File: config.mk
export PLATFORM = sky130hd
export DESIGN_NAME = jt7759_feed_flat
export DESIGN_NICKNAME = d
export VERILOG_FILES = /design/src/rtl/jt7759_feed_if.sv /design/src/rtl/jt7759_feed.sv /design/src/flat_wrapper.sv
export SDC_FILE = /design/constraint.sdc
export NUM_CORES = 1
export LEC_CHECK = 0
export CAP_MARGIN = 20
export CORE_MARGIN = 4
export CORE_UTILIZATION = 40
export DETAILED_ROUTE_END_ITERATION = 8
export PLACE_DENSITY = 0.66
export SLEW_MARGIN = 5
export SYNTH_ARGS = -nofsm -noshare
export SYNTH_HDL_FRONTEND = slang
export SYNTH_SLANG_ARGS = --single-unit
File: constraint.sdc
create_clock -name clk -period 2 [get_ports clk]
set_clock_uncertainty 0.15 [all_clocks]
set_input_delay 0.2 -clock clk [delete_from_list [all_inputs] [get_ports clk]]
set_output_delay 0.2 -clock clk [all_outputs]
set_load 0.005 [all_outputs]
File: src/rtl/jt7759_feed_if.sv
// Bus between jt7759_feed and its two neighbours: the JT7759 slave-mode pins and the byte source.
// The master modport is the feeder side; the slave modport is the chip/source side.
interface jt7759_feed_if #(
    parameter int AW = 17
);
    logic          mdn;
    logic          cs;
    logic          stn;
    logic          wrn;
    logic [7:0]    dout;
    logic          drqn;
    logic          busyn;
    logic          src_cs;
    logic [AW-1:0] src_addr;
    logic [7:0]    src_data;
    logic          src_ok;

    modport master (
        output mdn, cs, stn, wrn, dout, src_cs, src_addr,
        input  drqn, busyn, src_data, src_ok
    );

    modport slave (
        input  mdn, cs, stn, wrn, dout, src_cs, src_addr,
        output drqn, busyn, src_data, src_ok
    );
endinterface

File: src/rtl/jt7759_feed.sv
// Host-side master for JT7759 slave mode: sends phrase/start, then answers each drqn with a fetched byte.
// Define JT7759_FEED_TOUT_EN to add a watchdog on the drqn/busyn waits (err pulse on expiry).
module jt7759_feed #(
    parameter int AW     = 17,
    parameter int WR_DLY = 20,
    parameter int ST_W   = 2,
    parameter int TOUT   = 4095
) (
    input  logic          clk,
    input  logic          rstn,
    input  logic          cen,
    input  logic          start,
    input  logic [7:0]    phrase,
    input  logic [AW-1:0] base,
    input  logic [AW-1:0] len,
    output logic          busy,
    output logic          done,
    output logic          err,
    jt7759_feed_if.master bus
);
    localparam int TMAX = (WR_DLY > ST_W) ? WR_DLY : ST_W;
    localparam int TW   = $clog2(TMAX + 1);

    typedef enum logic [2:0] {
        IDLE, START, FETCH, WAIT_DRQ, DELAY, WRITE, HOLD, WAIT_END
    } state_t;

    state_t        state, state_nx;
    logic [TW-1:0] tmr;
    logic [AW-1:0] base_q, len_q, sent, src_addr;
    logic [7:0]    byte_q, dout;
    logic          byte_vld, src_cs, mdn, timeout, wd_end, dly_end;

    assign dly_end = tmr >= TW'(WR_DLY - 1);

    always_comb begin
        state_nx = state;
        timeout  = 1'b0;
        case (state)
            IDLE:     if (start) state_nx = START;
            START:    if (cen && tmr == TW'(ST_W - 1))
                          state_nx = (len_q == '0) ? WAIT_END : FETCH;
            FETCH:    state_nx = WAIT_DRQ;
            WAIT_DRQ: if (cen && !bus.drqn) state_nx = DELAY;
            // Hold off past the delay until the byte is really latched: no stale writes
            DELAY:    if (cen && dly_end && byte_vld) state_nx = WRITE;
            WRITE:    if (cen) state_nx = HOLD;
            HOLD:     if (cen && bus.drqn)
                          state_nx = (sent == len_q) ? WAIT_END : FETCH;
            WAIT_END: if (cen && bus.busyn) state_nx = IDLE;
            default:  state_nx = IDLE;
        endcase
        if (wd_end && state_nx == state) begin
            state_nx = IDLE;
            timeout  = 1'b1;
        end
    end

    always_ff @(posedge clk or negedge rstn) begin
        if (!rstn) begin
            state    <= IDLE;
            tmr      <= '0;
            mdn      <= 1'b1;
            dout     <= 8'd0;
            base_q   <= '0;
            len_q    <= '0;
            sent     <= '0;
            src_cs   <= 1'b0;
            src_addr <= '0;
            byte_q   <= 8'd0;
            byte_vld <= 1'b0;
            done     <= 1'b0;
        end else begin
            state <= state_nx;
            done  <= (state == WAIT_END) && (state_nx == IDLE) && !timeout;
            if (state_nx != state)
                tmr <= '0;
            else if (cen && (state == START || (state == DELAY && !dly_end)))
                tmr <= tmr + 1'b1;
            if (state == IDLE && start) begin
                mdn      <= 1'b0;
                dout     <= phrase;
                base_q   <= base;
                len_q    <= len;
                sent     <= '0;
                byte_vld <= 1'b0;
            end
            // Single-entry prefetch buffer, filled while waiting for drqn
            if (state == FETCH) begin
                src_cs   <= 1'b1;
                src_addr <= base_q + sent;
            end else if (src_cs && bus.src_ok) begin
                src_cs   <= 1'b0;
                byte_q   <= bus.src_data;
                byte_vld <= 1'b1;
            end
            if (state == DELAY && state_nx == WRITE) begin
                dout     <= byte_q;
                byte_vld <= 1'b0;
            end
            if (state == WRITE && state_nx == HOLD)
                sent <= sent + 1'b1;
            if (timeout) begin
                src_cs   <= 1'b0;
                byte_vld <= 1'b0;
            end
        end
    end

`ifdef JT7759_FEED_TOUT_EN
    localparam int WDW = $clog2(TOUT + 1);
    logic [WDW-1:0] wd;
    logic           wd_run, err_q;

    assign wd_run = (state == WAIT_DRQ) || (state == HOLD) || (state == WAIT_END);
    assign wd_end = wd_run && cen && (wd == WDW'(TOUT - 1));
    assign err    = err_q;

    always_ff @(posedge clk or negedge rstn) begin
        if (!rstn) begin
            wd    <= '0;
            err_q <= 1'b0;
        end else begin
            err_q <= timeout;
            if (state_nx != state)
                wd <= '0;
            else if (cen && wd_run)
                wd <= wd + 1'b1;
        end
    end
`else
    logic unused_tout;
    assign unused_tout = (TOUT != 0);
    assign wd_end      = 1'b0;
    assign err         = 1'b0;
`endif

    assign busy         = (state != IDLE);
    assign bus.mdn      = mdn;
    assign bus.cs       = (state != IDLE);
    assign bus.stn      = (state != START);
    assign bus.wrn      = (state != WRITE);
    assign bus.dout     = dout;
    assign bus.src_cs   = src_cs;
    assign bus.src_addr = src_addr;
endmodule

File: src/flat_wrapper.sv
// flat-port wrapper written by rule: the top's interface ports become plain ports
module jt7759_feed_flat 
#(
    parameter int AW     = 17,
    parameter int WR_DLY = 20,
    parameter int ST_W   = 2,
    parameter int TOUT   = 4095
)
  (clk, rstn, cen, start, phrase, base, len, busy, done, err, bus_mdn, bus_cs, bus_stn, bus_wrn, bus_dout, bus_src_cs, bus_src_addr, bus_drqn, bus_busyn, bus_src_data, bus_src_ok);
  jt7759_feed_if #(.AW(AW)) bus_i ();
  input  logic clk;
  input  logic rstn;
  input  logic cen;
  input  logic start;
  input  logic [7:0] phrase;
  input  logic [AW-1:0] base;
  input  logic [AW-1:0] len;
  output logic busy;
  output logic done;
  output logic err;
  output wire logic [$bits(bus_i.mdn)-1:0] bus_mdn;
  output wire logic [$bits(bus_i.cs)-1:0] bus_cs;
  output wire logic [$bits(bus_i.stn)-1:0] bus_stn;
  output wire logic [$bits(bus_i.wrn)-1:0] bus_wrn;
  output wire logic [$bits(bus_i.dout)-1:0] bus_dout;
  output wire logic [$bits(bus_i.src_cs)-1:0] bus_src_cs;
  output wire logic [$bits(bus_i.src_addr)-1:0] bus_src_addr;
  input wire logic [$bits(bus_i.drqn)-1:0] bus_drqn;
  input wire logic [$bits(bus_i.busyn)-1:0] bus_busyn;
  input wire logic [$bits(bus_i.src_data)-1:0] bus_src_data;
  input wire logic [$bits(bus_i.src_ok)-1:0] bus_src_ok;
  assign bus_mdn = bus_i.mdn;
  assign bus_cs = bus_i.cs;
  assign bus_stn = bus_i.stn;
  assign bus_wrn = bus_i.wrn;
  assign bus_dout = bus_i.dout;
  assign bus_src_cs = bus_i.src_cs;
  assign bus_src_addr = bus_i.src_addr;
  assign bus_i.drqn = bus_drqn;
  assign bus_i.busyn = bus_busyn;
  assign bus_i.src_data = bus_src_data;
  assign bus_i.src_ok = bus_src_ok;
  jt7759_feed #(.AW(AW), .WR_DLY(WR_DLY), .ST_W(ST_W), .TOUT(TOUT)) u_core (.clk(clk), .rstn(rstn), .cen(cen), .start(start), .phrase(phrase), .base(base), .len(len), .busy(busy), .done(done), .err(err), .bus(bus_i));
endmodule
==> flow_metrics.py <==
metrics = {
    "outcome": {
        "status": "complete, but fails checks",
        "violations": "negative setup slack",
    },
    "global_routing": {
        "antenna_found_initial": 0,
        "grt_pass1_vias": 4348,
        "grt-busiest-layer": "met2",
        "use_met2_pct": 27.2,
        "grt_usage_pct": 18.2,
        "grt_max_degree": 47,
        "grt_pass1_wl_um": 21400,
        "met3_usage_pct": 3.53,
        "grt_overflow": 0,
        "use_met1_pct": 25.5,
    },
    "synthesis": {
        "synth-main-ff-cell": "dfrtp_1",
        "ys_ff_latch": 96,
        "yosys.area.top_type_share_pct": 45.7,
        "synth_top_cell_by_area": "dfrtp_1",
        "ys_types": 59,
        "syn_area_per_cell_um2": 10.1,
        "syn-instance-count": 515,
        "syn-num-nets": 592,
        "synth.yosys.seq_area_share_pct": 46.2,
        "synthArstFlopShare_pct": 100,
        "synth_warnings": 0,
        "synthesis.area_um2": 5200,
        "synth-edff-count": 0,
        "yosys-top-cells-area": "dfrtp_1, mux2_2, o21ai_0",
    },
    "worst_setup_path": {
        "endpoint_kind": "register",
        "worstPathMaxFanout": 3,
        "r2r_cells": 9,
        "regToRegSetupSlack_ns": -0.18,
        "critPathArrivalTime_ns": 2.32,
        "startpoint_type": "register",
        "critPathKind": "reg -> reg",
        "worstReg2RegStart": "u_core.sent[0]",
        "cp.required_ns": 2.14,
        "crit_start": "u_core.sent[0]",
    },
    "routing": {
        "drt_first_pass_iters": 5,
        "viasPerCell": 5.22,
        "drt-total-wl_um": 13000,
        "wl_per_cell_um": 15.4,
        "postRouteAntennaNets": 0,
        "first_iter_violations": 237,
        "drcViolationCount": 0,
        "vias": 4396,
    },
    "pwr": {
        "p_leak_nw": 3.15,
        "powerDensity_nw_per_um2": 1230,
        "ir_drop_mv": 0.668,
    },
    "placement": {
        "hpwlAfterDp_um": 9590,
        "pre_cts_ws_ns": -0.216,
        "gp_congestion": 0.901,
        "place_inst": 818,
        "io_buffers": 88,
    },
    "floorplan": {
        "die_x_um": 122,
        "fp.dieH_um": 122,
        "row_count": 41,
        "ios": 90,
        "coreArea_um2": 12700,
        "dieArea_um2": 14900,
        "initial_core_util_pct": 41.1,
    },
    "timing": {
        "tightestPinTransition_ns": 0.506,
        "drv_slew": 0,
        "maxSlewHeadroom_pct": 66.2,
        "period_share_pct": 109,
        "min_period_ns": 2.18,
        "max_freq_mhz": 460,
        "finalHoldViolCount": 0,
        "finalSetupViolCount": 7,
        "setup_ws_ns": -0.175,
        "rsz0062_at_grt": "yes",
    },
    "finish": {
        "fin_nets": 742,
        "antennaDiodeCount": 0,
        "drive_gt1_share_pct": 26.9,
        "fin_util_pct": 57.7,
        "area.growth.synth_to_final_pct": 40.4,
        "fin_cells": 842,
    },
    "clocking": {
        "insertion_delay_ns": 0.35,
        "cts_root_buf": "clkbuf_16",
        "cts_tree": "built",
        "numCtsBuffers": 9,
        "clkTransAtPathRegs_ns": 0.06,
        "clock_path_buffers": 2,
        "cts_max_level": 3,
        "cts.sinks": 96,
    },
    "job": {
        "maxCapViolations": 0,
    },
    "hold_path": {
        "hold_path_class": "in -> async",
    },
}
## cells in the final DEF, fill, tap and decap left out, types with 11 or more instances in the layout
cell type	synthesis	final
clkdlybuf4s50_1	0	83
ha_1	19	15
dfrtp_1	95	94
xor2_1	11	11
o21ai_0	54	44
xnor2_1	25	17
a21oi_1	20	17
nand4_1	17	17
mux2_2	41	41
buf_4	2	67
nand3_1	12	11
nor2_1	27	25
nand2_1	62	62
## metrics by stage
stage                     cell area, um2  power (mW)  hold WS (ns)  setup TNS (ns)
after global placement              6750        6.92       -0.0410           -1.99
after detailed placement            6750        7.06       -0.0416           -3.18
after floorplan                     5240        5.36        -0.246          -0.467
after CTS                           7120        8.86         0.134          -0.676
after global routing                7310        9.67         0.154           -1.99
final                               7310        9.02         0.132          -0.744
## timing repair
action | 4_1_cts | 5_1_grt
resized for setup | 13 | 40
hold endpoints to repair | 64 | 0
setup buffers | 3 | 7
hold buffers | 1 | 0
pin swaps | 12 | 16
setup endpoints to repair | 19 | 26
## flip-flops by register name, indices dropped and copies added (netlist names)
| register | flops |
|---|---|
| u_core.base_q | 17 |
| u_core.bus.dout | 8 |
| u_core.bus.mdn | 1 |
| u_core.bus.src_addr | 17 |
| u_core.bus.src_cs | 1 |
| u_core.byte_q | 8 |
| u_core.byte_vld | 1 |
| u_core.done | 1 |
| u_core.len_q | 17 |
| u_core.sent | 17 |
| u_core.state | 3 |
| u_core.tmr | 5 |
## layer usage
metal / vias to the layer above / routed length [um]
li1: 2150 / -
met1: 2114 / 6050
met2: 103 / 6050
met3: 29 / 512
met4: 0 / 347
met5: - / 0
## cell type report
type / instances / area, um2
Fill cell: 1103 / 5370
Multi-Input combinational cell: 386 / 2890
Sequential cell: 96 / 2400
Timing Repair Buffer: 160 / 1470
Clock buffer: 14 / 274
Tap cell: 172 / 215
Inverter: 12 / 45.0
Clock inverter: 2 / 12.5
## where the power goes
part / switching (mW) / internal [mW] / total (mW)
clock: 0.733 / 0.945 / 1.68
combinational: 1.77 / 2.27 / 4.05
sequential: 0.601 / 2.69 / 3.29
total: 3.11 / 5.91 / 9.02
## Yosys cell counts, types with 7 or more instances
| library cell | count |
|---|---|
| dfrtp_1 | 95 |
| nand2_1 | 62 |
| o21ai_0 | 54 |
| mux2_2 | 41 |
| nor2_1 | 27 |
| xnor2_1 | 25 |
| a21oi_1 | 20 |
| ha_1 | 19 |
| nand4_1 | 17 |
| inv_1 | 12 |
| nand3_1 | 12 |
| xor2_1 | 11 |
| and3_1 | 9 |
| buf_2 | 9 |
| clkbuf_1 | 9 |
| a22oi_1 | 8 |
| nor3_1 | 7 |
## critical path, cell delays in order (launching register included)
cell and delay [ns]:
dfrtp_1 0.35, ha_2 0.19, inv_2 0.04, fa_2 0.34, nor2b_2 0.16, o31ai_2 0.09
a22oi_2 0.22, o2111ai_2 0.17, a211o_2 0.33, nand3_2 0.07
## cells by family (layout without fill, tap and decap cells)
group / Yosys count / count (layout) / share of synthesized area (%)
compound gates: 123 / 123 / 15.4
xor+xnor: 36 / 36 / 6.06
fa+ha+maj: 20 / 20 / 4.95
buf+inv: 33 / 188 / 2.74
flops: 96 / 96 / 46.2
mux: 42 / 42 / 9.06
other cells: 1 / 1 / 0.0721
simple gates: 164 / 164 / 15.5
## path summary, 6_finish.rpt
| check | to |
|---|---|
| max | u_core.bus.src_addr[14] |
| min | u_core.bus.src_addr[13] |
| max reg2reg | u_core.bus.src_addr[14] |
| min reg2reg | u_core.bus.src_addr[4] |
| max in group asynchronous | u_core.tmr[2] |
| min in group clk | u_core.base_q[1] |
Note: power is estimated with default switching activity, not from simulation.
